File: src/rtl/bnn_pkg.sv
// rtl/bnn_pkg.sv - shared FSM state type and default widths for the BNN run controller
package bnn_pkg;

  localparam int ADDR_WIDTH_DEF = 12;
  localparam int DATA_WIDTH_DEF = 16;
  localparam int CYC_WIDTH_DEF  = 32;
  localparam int TIMEOUT_DEF    = 4096;

  typedef enum logic [2:0] {
    ST_IDLE,
    ST_WAIT_IDLE,
    ST_RUN,
    ST_COMPUTE,
    ST_READ,
    ST_DRAIN,
    ST_DONE
  } state_e;

endpackage

File: src/rtl/bnn_result_compare.sv
// rtl/bnn_result_compare.sv - one-cycle-delayed compare of result vs golden SRAM words
module bnn_result_compare
  import bnn_pkg::*;
#(
  parameter int ADDR_WIDTH = ADDR_WIDTH_DEF,
  parameter int DATA_WIDTH = DATA_WIDTH_DEF
) (
  input  logic                  clk,
  input  logic                  reset,
  input  logic                  clear,
  input  logic                  issue_valid,
  input  logic [ADDR_WIDTH-1:0] issue_addr,
  input  logic [DATA_WIDTH-1:0] res_data,
  input  logic [DATA_WIDTH-1:0] gold_data,
  output logic [ADDR_WIDTH:0]   correct_count,
  output logic [ADDR_WIDTH-1:0] first_mismatch_addr
);

  logic                  valid_q, valid_d;
  logic [ADDR_WIDTH-1:0] addr_q, addr_d;
  logic [ADDR_WIDTH:0]   count_q, count_d;
  logic                  found_q, found_d;
  logic [ADDR_WIDTH-1:0] fma_q, fma_d;

  // SRAM data arrives one cycle after the address, so valid/address are delayed to line up.
  always_comb begin
    valid_d = issue_valid;
    addr_d  = issue_addr;
    count_d = count_q;
    found_d = found_q;
    fma_d   = fma_q;
    if (clear) begin
      count_d = '0;
      found_d = 1'b0;
      fma_d   = '1;
    end else if (valid_q) begin
      if (res_data == gold_data) begin
        count_d = count_q + (ADDR_WIDTH + 1)'(1);
      end else if (!found_q) begin
        found_d = 1'b1;
        fma_d   = addr_q;
      end
    end
  end

  always_ff @(posedge clk) begin
    if (reset) begin
      valid_q <= 1'b0;
      addr_q  <= '0;
      count_q <= '0;
      found_q <= 1'b0;
      fma_q   <= '1;
    end else begin
      valid_q <= valid_d;
      addr_q  <= addr_d;
      count_q <= count_d;
      found_q <= found_d;
      fma_q   <= fma_d;
    end
  end

  assign correct_count       = count_q;
  assign first_mismatch_addr = fma_q;

endmodule

File: src/rtl/bnn_run_controller.sv
// rtl/bnn_run_controller.sv - runs the BNN accelerator, times it, and checks results against golden SRAM
module bnn_run_controller
  import bnn_pkg::*;
#(
  parameter int ADDR_WIDTH = ADDR_WIDTH_DEF,
  parameter int DATA_WIDTH = DATA_WIDTH_DEF,
  parameter int CYC_WIDTH  = CYC_WIDTH_DEF,
  parameter int TIMEOUT    = TIMEOUT_DEF
) (
  input  logic                  clk,
  input  logic                  reset,
  input  logic                  start,
  input  logic [ADDR_WIDTH:0]   num_results,
  output logic                  dut_run,
  input  logic                  dut_busy,
  output logic [ADDR_WIDTH-1:0] res_read_address,
  input  logic [DATA_WIDTH-1:0] res_read_data,
  output logic [ADDR_WIDTH-1:0] gold_read_address,
  input  logic [DATA_WIDTH-1:0] gold_read_data,
  output logic                  busy,
  output logic                  done,
  output logic                  timeout_err,
  output logic [ADDR_WIDTH:0]   correct_count,
  output logic [ADDR_WIDTH-1:0] first_mismatch_addr,
  output logic [CYC_WIDTH-1:0]  compute_cycles
);

  localparam int WD_WIDTH = $clog2(TIMEOUT + 1);
  localparam logic [WD_WIDTH-1:0] WD_LAST = WD_WIDTH'(TIMEOUT - 1);

  state_e                state_q, state_d;
  logic [ADDR_WIDTH:0]   num_q, num_d;
  logic [ADDR_WIDTH-1:0] addr_q, addr_d;
  logic [CYC_WIDTH-1:0]  cyc_q, cyc_d, cyc_sat;
  logic [WD_WIDTH-1:0]   wd_q, wd_d;
  logic                  tout_q, tout_d;
  logic                  dut_run_q, dut_run_d;
  logic                  busy_q, busy_d;
  logic                  done_q, done_d;
  logic                  accept, wd_expired, last_addr, watched;

  assign accept     = (state_q == ST_IDLE) && start;
  assign wd_expired = (wd_q == WD_LAST);
  assign last_addr  = ({1'b0, addr_q} == num_q - (ADDR_WIDTH + 1)'(1));
  assign cyc_sat    = (&cyc_q) ? cyc_q : cyc_q + CYC_WIDTH'(1);
  assign watched    = (state_q == ST_WAIT_IDLE) || (state_q == ST_RUN) || (state_q == ST_COMPUTE);

  always_comb begin
    state_d = state_q;
    num_d   = num_q;
    addr_d  = '0;
    cyc_d   = cyc_q;
    tout_d  = tout_q;
    case (state_q)
      ST_IDLE: begin
        if (start) begin
          state_d = ST_WAIT_IDLE;
          num_d   = num_results;
          cyc_d   = '0;
          tout_d  = 1'b0;
        end
      end
      ST_WAIT_IDLE: begin
        if (!dut_busy) begin
          state_d = ST_RUN;
          cyc_d   = '0;
        end else if (wd_expired) begin
          state_d = ST_DONE;
          tout_d  = 1'b1;
        end
      end
      ST_RUN: begin
        cyc_d = cyc_sat;
        if (dut_busy) begin
          state_d = ST_COMPUTE;
        end else if (wd_expired) begin
          state_d = ST_DONE;
          tout_d  = 1'b1;
        end
      end
      ST_COMPUTE: begin
        cyc_d = cyc_sat;
        if (!dut_busy) begin
          state_d = (num_q != '0) ? ST_READ : ST_DONE;
        end else if (wd_expired) begin
          state_d = ST_DONE;
          tout_d  = 1'b1;
        end
      end
      ST_READ: begin
        if (last_addr) state_d = ST_DRAIN;
        else           addr_d  = addr_q + ADDR_WIDTH'(1);
      end
      ST_DRAIN: state_d = ST_DONE;
      ST_DONE:  state_d = ST_IDLE;
      default:  state_d = ST_IDLE;
    endcase

    // Watchdog restarts on every state change and only runs while waiting on the accelerator.
    wd_d      = (watched && (state_d == state_q)) ? wd_q + WD_WIDTH'(1) : '0;
    dut_run_d = (state_d == ST_RUN);
    busy_d    = (state_d != ST_IDLE);
    done_d    = (state_d == ST_DONE);
  end

  always_ff @(posedge clk) begin
    if (reset) begin
      state_q   <= ST_IDLE;
      num_q     <= '0;
      addr_q    <= '0;
      cyc_q     <= '0;
      wd_q      <= '0;
      tout_q    <= 1'b0;
      dut_run_q <= 1'b0;
      busy_q    <= 1'b0;
      done_q    <= 1'b0;
    end else begin
      state_q   <= state_d;
      num_q     <= num_d;
      addr_q    <= addr_d;
      cyc_q     <= cyc_d;
      wd_q      <= wd_d;
      tout_q    <= tout_d;
      dut_run_q <= dut_run_d;
      busy_q    <= busy_d;
      done_q    <= done_d;
    end
  end

  bnn_result_compare #(
    .ADDR_WIDTH (ADDR_WIDTH),
    .DATA_WIDTH (DATA_WIDTH)
  ) u_compare (
    .clk                 (clk),
    .reset               (reset),
    .clear               (accept),
    .issue_valid         (state_q == ST_READ),
    .issue_addr          (addr_q),
    .res_data            (res_read_data),
    .gold_data           (gold_read_data),
    .correct_count       (correct_count),
    .first_mismatch_addr (first_mismatch_addr)
  );

  assign dut_run           = dut_run_q;
  assign busy              = busy_q;
  assign done              = done_q;
  assign timeout_err       = tout_q;
  assign compute_cycles    = cyc_q;
  assign res_read_address  = addr_q;
  assign gold_read_address = addr_q;

endmodule
File: config.mk
export PLATFORM = sky130hd
export DESIGN_NAME = bnn_run_controller
export DESIGN_NICKNAME = d
export VERILOG_FILES = /design/src/rtl/bnn_pkg.sv /design/src/rtl/bnn_result_compare.sv /design/src/rtl/bnn_run_controller.sv
export SDC_FILE = /design/constraint.sdc
export NUM_CORES = 1
export LEC_CHECK = 0
export BUFFER_PORTS_ARGS = -buffer_cell sky130_fd_sc_hd__buf_2
export CORE_MARGIN = 5
export CORE_UTILIZATION = 40
export DETAILED_ROUTE_END_ITERATION = 10
export GPL_TIMING_DRIVEN = 0
export PLACE_DENSITY = 0.61
export SYNTH_ARGS = -nofsm -noshare
export SYNTH_HDL_FRONTEND = slang
export SYNTH_SLANG_ARGS = --single-unit
File: constraint.sdc
create_clock -name clk -period 7.65 [get_ports clk]
set_clock_uncertainty 0.1 [all_clocks]
set_input_delay 1.53 -clock clk [delete_from_list [all_inputs] [get_ports clk]]
set_output_delay 1.53 -clock clk [all_outputs]
set_load 0.02 [all_outputs]
==> results.sh, run 1 <==
export IMPL_final_cell_mix="buf_2 (136), dfxtp_1 (116), nand2_1 (70)"
export IMPL_tightest_slew_ns=1.11
export IMPL_path_delay_family="simple AND/OR/NAND/NOR gates"
export IMPL_cp_num_buf_inv=3
export IMPL_die_x_um=128
export IMPL_synth_seq_cells=116
export IMPL_multi_input_area_um2=2970
export IMPL_grt_use_total_pct=17.5
export IMPL_hold_ws_ns=0.344
export IMPL_synth_area_um2=5570
export IMPL_syn_avg_cell_area_um2=8.53
export IMPL_routed_via_density=5.12
export IMPL_rrSetupSlack_ns=4.88
export IMPL_fin_crit_ns=3.33
export IMPL_cts_setup_buffers=0
export IMPL_grt_pass1_wl_um=23400
export IMPL_num_antenna_cells=0
export IMPL_hold_class="reg2reg"
export IMPL_antenna_found_initial=0
export IMPL_cp_arrival_ns=3.51
export IMPL_synth_edf_count=0
export IMPL_async_flop_share_pct=0
export IMPL_io_buffers=132
export IMPL_worst_setup_path_end_kind="register"
export IMPL_dieArea_um2=16400
export IMPL_p_per_area_nw_per_um2=220
export IMPL_maxCapViolations=0
export IMPL_start_util_pct=40.5
export IMPL_slowest_stage="nor4b_1"
export IMPL_numCtsBuffers=17
export IMPL_core_um2=13800
export IMPL_drtIter0Drc=184
export IMPL_cp_cell_sequence="buf_2, nor4b_1, or2_2, clkbuf_1, clkbuf_1, nor2_1"
export IMPL_fmax_mhz=301
export IMPL_synth_seq_area_share_pct=41.7
export IMPL_ys_flop_type="dfxtp_1"
export IMPL_final_util_pct=51.2
export IMPL_num_vias=5100
export IMPL_rows=43
export IMPL_drive_gt1_share_pct=24.1
export IMPL_synthCells=653
export IMPL_yosysUniqueCellTypes=57
export IMPL_cts_buffer_depth=2
export IMPL_rsz0062_at_grt="no"
export IMPL_nNetsFinal=858
export IMPL_cp_max_fo=10
export IMPL_die_y_um=128
export IMPL_final_setup_tns_ns=0
export IMPL_cts_hold_buf=0
export IMPL_cts_tree="yes"
export IMPL_startpoint_type="input pin"
export IMPL_wl_per_cell_um=14.1
export IMPL_dp_hpwl_um=10600
export IMPL_io_pin_count=134
export IMPL_relSlewSlack_pct=24.8
export IMPL_h_tree_depth=4
export IMPL_cts_resized=0
export IMPL_clk_pin_slew_ns=0.05
export IMPL_r2r_cells=9
export IMPL_drt_wl_total_um=14100
export IMPL_ir_drop_mv=0.148
export IMPL_hold_violations=0
export IMPL_ant_nets=0
export IMPL_root_buffer="clkbuf_16"
export IMPL_leakagePower_nw=2.78
export IMPL_fillCellCount=1369
export IMPL_crit_path_frequent_cell="clkbuf_1"
export IMPL_outcome="complete, no violations"
export IMPL_regArea_um2=2320
export IMPL_cts_sinks=116
export IMPL_syn2layout_area_growth_pct=26.6
export IMPL_drc=0
export IMPL_critPathMaxStageDelay_ns=0.90
export IMPL_grt_max_degree=17
export IMPL_finalPower_mw=1.55
export IMPL_final_common_cell="buf_2"
export IMPL_slew_violations=0
export IMPL_overflow=0
export IMPL_required_ns=7.84
export IMPL_insertion_delay_ns=0.42
export IMPL_synth_fp_nets=707
export IMPL_path_depth=6
export IMPL_path_class="in2reg"
export IMPL_grt_pass1_vias=4897
export IMPL_min_path_cells=2
export IMPL_setup_viol=0
export IMPL_yosysWarningCount=0
export IMPL_gp_congestion=0.877
export IMPL_period_share_pct=43.5
export IMPL_drt_first_pass_iters=5
[Yosys cell counts, types with 5 or more instances]
cell / number / area, µm²
nand3_1: 27 / 135
nand4_1: 25 / 156
nor2b_1: 17 / 106
xor2_1: 22 / 193
a21oi_1: 47 / 235
dfxtp_1: 116 / 2320
ha_1: 5 / 62.6
nand2_1: 70 / 263
and4_1: 5 / 43.8
nor4_1: 5 / 31.3
nor2_1: 66 / 248
nand2b_1: 5 / 31.3
clkbuf_1: 22 / 82.6
o21ai_0: 16 / 80.1
xnor2_1: 53 / 464
and3_1: 7 / 43.8
mux2i_1: 15 / 150
buf_4: 12 / 90.1
nor3_1: 33 / 165
or3_1: 13 / 81.3
and2_1: 7 / 43.8
inv_1: 10 / 37.5
[worst register-to-register path, delay by kind of cell (launching register included)]
kind	cells	cell delay (ns)
flops	1	0.36
simple gates	4	1.13
fa+ha+maj	1	0.21
compound gates	1	0.23
buf+inv	2	0.28
mux	1	0.35
[layout make-up]
| class | count | area share (%) |
|---|---|---|
| Buffer | 44 | 3.39 |
| Inverter | 10 | 0.532 |
| Clock inverter | 13 | 2.15 |
| Timing Repair Buffer | 132 | 9.37 |
| Tap cell | 180 | 3.19 |
| Clock buffer | 19 | 6.28 |
| Multi-Input combinational cell | 483 | 42.2 |
| Sequential cell | 116 | 32.9 |
[cells by family after synthesis]
group	Yosys count	share of synthesized area, %
and+or+nand+nor	305	29.0
buffers and inverters	54	4.96
adders and majority gates	5	1.12
AOI/OAI and AO/OA	81	8.35
xor gates and xnor gates	75	11.8
DFF	116	41.7
muxes	17	3.10
[where the power goes]
part	switching [mW]	internal (mW)	total, mW
Clock	0.295	0.492	0.787
Combinational	0.0826	0.0575	0.140
Sequential	0.00923	0.613	0.622
Total	0.387	1.16	1.55
[stage by stage]
stage               worst slack (ns)  std cells  cell area [µm²]
floorplan                       4.44        653             5570
global placement                3.94        965             6460
detailed placement              3.89        965             6460
global route                    4.06        997             7050
CTS                             4.29        997             7050
finish                          4.32        997             7050
[final timing paths]
path | start | endpoint
setup / recovery | start | u_compare.found_q$_SDFFE_PP0P_
hold / removal | u_compare.addr_q[11]$_SDFF_PP0_ | u_compare.first_mismatch_addr[11]$_SDFFE_PP1P_
setup reg to reg | num_q[0]$_SDFFE_PP0P_ | gold_read_address[5]$_SDFF_PP0_
hold reg to reg | u_compare.addr_q[11]$_SDFF_PP0_ | u_compare.first_mismatch_addr[11]$_SDFFE_PP1P_
[flip-flops by register name (all words and copies together), names as in the netlist, 3 cells and up]
register / cells
wd_q: 13
compute_cycles: 32
u_compare.first_mismatch_addr: 12
u_compare.correct_count: 13
state_q: 3
u_compare.addr_q: 12
num_q: 13
gold_read_address: 12
[per-layer routing]
layer	vias up	routed length (µm)	track usage [%]
met5	-	0	0
met2	146	6580	28.0
met3	12	1000	4.96
met1	2387	6360	22.4
li1	2555	-	-
met4	0	127	6.62
No activity file was read; power rests on OpenSTA's default activity.
==> inputs of run 2 (changes only) <==
PLACE_DENSITY = 0.63   (was 0.61)
clock period = 2.7 ns   (was 7.65 ns; I/O delays follow)
==> run 2 against run 1 <==
Compared with the run above:
- sequential cell count is the same
- largest power group unchanged
- wire length grew 2.4%
- critical path depth grew 4
- sequential power grew to 2.8 times the previous value
- combinational power grew to 3.0 times the previous value
- register-to-register slack lost 4.8 ns
- die area is the same
- hold slack lost 0.082 ns
- power grew to 2.8 times the previous value
- clock-buffer cell count is the same
- first-iteration DRC count grew 58%
==> results.sh, run 2 (synthesis gave the netlist of run 1 again) <==
export IMPL_start_util_pct=40.5
export IMPL_die_x_um=128
export IMPL_rows=43
export IMPL_hold_start="num_results[9]"
export IMPL_nNetsFinal=861
export IMPL_leakagePower_nw=2.78
export IMPL_setup_viol=0
export IMPL_setup_slack_ns=0.0644
export IMPL_cp_num_buf_inv=3
export IMPL_rrSetupSlack_ns=0.06
export IMPL_gp_congestion=0.905
export IMPL_cts_tree="yes"
export IMPL_overflow=0
export IMPL_antenna_found_initial=0
export IMPL_drt_wl_total_um=14400
export IMPL_die_y_um=128
export IMPL_path_class="reg2reg"
export IMPL_cp_arrival_ns=2.82
export IMPL_r2r_end="gold_read_address[9]$_SDFF_PP0_"
export IMPL_hold_violations=0
export IMPL_dieArea_um2=16400
export IMPL_grt_use_total_pct=17.4
export IMPL_required_ns=2.89
export IMPL_dpl_worst_slack_ns=-0.142
export IMPL_p_per_area_nw_per_um2=611
export IMPL_slowest_stage="or4b_4"
export IMPL_fmax_mhz=379
export IMPL_cts_sinks=116
export IMPL_drive_gt1_share_pct=25.5
export IMPL_routed_via_density=5.19
export IMPL_critPathMaxStageDelay_ns=0.48
export IMPL_cp_cell_sequence="inv_2, ha_4, or4b_4, nor2_4, mux2_2, o22a_1, nor4_4, buf_4, buf_6, nor3_1"
export IMPL_final_common_cell="buf_2"
export IMPL_insertion_delay_ns=0.41
export IMPL_grt_max_degree=17
export IMPL_r2r_cells=10
export IMPL_maxCapViolations=0
export IMPL_io_buffers=132
export IMPL_num_antenna_cells=0
export IMPL_whs_endpoint="num_q[9]$_SDFFE_PP0P_"
export IMPL_fin_crit_ns=2.64
export IMPL_reg2reg_from="num_q[0]$_SDFFE_PP0P_"
export IMPL_clk_pin_slew_ns=0.06
export IMPL_path_delay_family="simple AND/OR/NAND/NOR gates"
export IMPL_cp_max_fo=5
export IMPL_core_um2=13800
export IMPL_tightest_slew_ns=0.688
export IMPL_final_cell_mix="buf_2 (137), dfxtp_1 (115), nand2_1 (70)"
export IMPL_final_setup_tns_ns=0
export IMPL_worst_setup_path_end_kind="register"
export IMPL_largest_reg_flops=32
export IMPL_syn2layout_area_growth_pct=27.2
export IMPL_drc=0
export IMPL_dp_hpwl_um=10600
export IMPL_grt_pass1_vias=4977
export IMPL_cts_buffer_depth=2
export IMPL_io_pin_count=134
export IMPL_ir_drop_mv=0.390
export IMPL_ant_nets=0
export IMPL_startpoint_type="register"
export IMPL_hold_ws_ns=0.263
export IMPL_slew_violations=0
export IMPL_outcome="complete, no violations"
export IMPL_wl_per_cell_um=14.4
export IMPL_period_share_pct=97.6
export IMPL_drt_first_pass_iters=5
export IMPL_finalPower_mw=4.33
export IMPL_drtIter0Drc=291
export IMPL_hold_class="in2reg"
export IMPL_relSlewSlack_pct=54.0
export IMPL_numCtsBuffers=17
export IMPL_root_buffer="clkbuf_16"
export IMPL_min_path_cells=3
export IMPL_num_vias=5188
export IMPL_h_tree_depth=4
export IMPL_grt_pass1_wl_um=23500
## run 2: cell count changes in the layout (fill, tap and decap cells not counted), moves of 2 or more
| cell | change |
|---|---|
| inv_2 | +2 |
| clkinv_4 | -3 |
| buf_4 | +2 |
| inv_1 | -2 |
| clkinvlp_4 | +3 |
## run 2: worst max-delay path by stage
stage                     startpoint                                      end  slack, ns  cells past startpoint
3_3_place_gp                   start  u_compare.correct_count[4]$_SDFFE_PP0P_      -0.15                      6
4_1_cts        num_q[0]$_SDFFE_PP0P_          gold_read_address[9]$_SDFF_PP0_       0.05                      9
3_5_place_dp                   start  u_compare.correct_count[4]$_SDFFE_PP0P_      -0.14                      6
2_1_floorplan  num_q[0]$_SDFFE_PP0P_          gold_read_address[0]$_SDFF_PP0_       0.20                      9
5_1_grt        num_q[0]$_SDFFE_PP0P_          gold_read_address[5]$_SDFF_PP0_      -0.02                     10
6_report       num_q[0]$_SDFFE_PP0P_          gold_read_address[9]$_SDFF_PP0_       0.06                     10
## run 2: stage by stage
step	cells	area [µm²]	utilization [%]
after floorplan	653	5570	-
after global placement	965	6460	46.9
after detailed placement	965	6460	46.9
after CTS	997	7030	51.1
after global routing	1000	7090	51.5
final	1000	7090	51.5
## run 2: cell type report
type,count,area (µm²)
fillers,1313,6690
multi-input cells,483,3010
flip-flops and latches,116,2320
repair buffers,135,681
clock buffers,19,443
plain buffers,44,240
well taps,180,225
clock inverters,13,126
inverters,10,37.5
## run 2: worst reg2reg max path: stages (launching register included)
cell and delay [ns]:
dfxtp_2 0.35, inv_2 0.08, ha_4 0.14, or4b_4 0.48, nor2_4 0.14, mux2_2 0.34
o22a_1 0.24, nor4_4 0.29, buf_4 0.19, buf_6 0.11, nor3_1 0.05
## run 2: power by group
group	total [mW]	switching (mW)	leakage [nW]	internal [mW]
Combinational	0.414	0.242	1.58	0.171
Sequential	1.77	0.0285	0.938	1.74
Clock	2.15	0.853	0.267	1.30
Total	4.33	1.12	2.78	3.21
## run 2: timing repair
| action | CTS | global route |
|---|---|---|
| endpoints found under the setup margin | 20 | 22 |
| buffers inserted | 0 | 2 |
| gates cloned | 0 | 1 |
| pin swaps | 1 | 2 |
| resized for setup | 1 | 10 |
| hold buffers | 0 | 0 |
## run 2: per-layer routing
metal,up-vias,global-route usage [%],part of all wire [%]
met5,-,0,0
met4,0,5.68,1.1
met3,14,4.96,8.6
met2,186,28.4,47
met1,2419,22.4,44
li1,2569,-,-
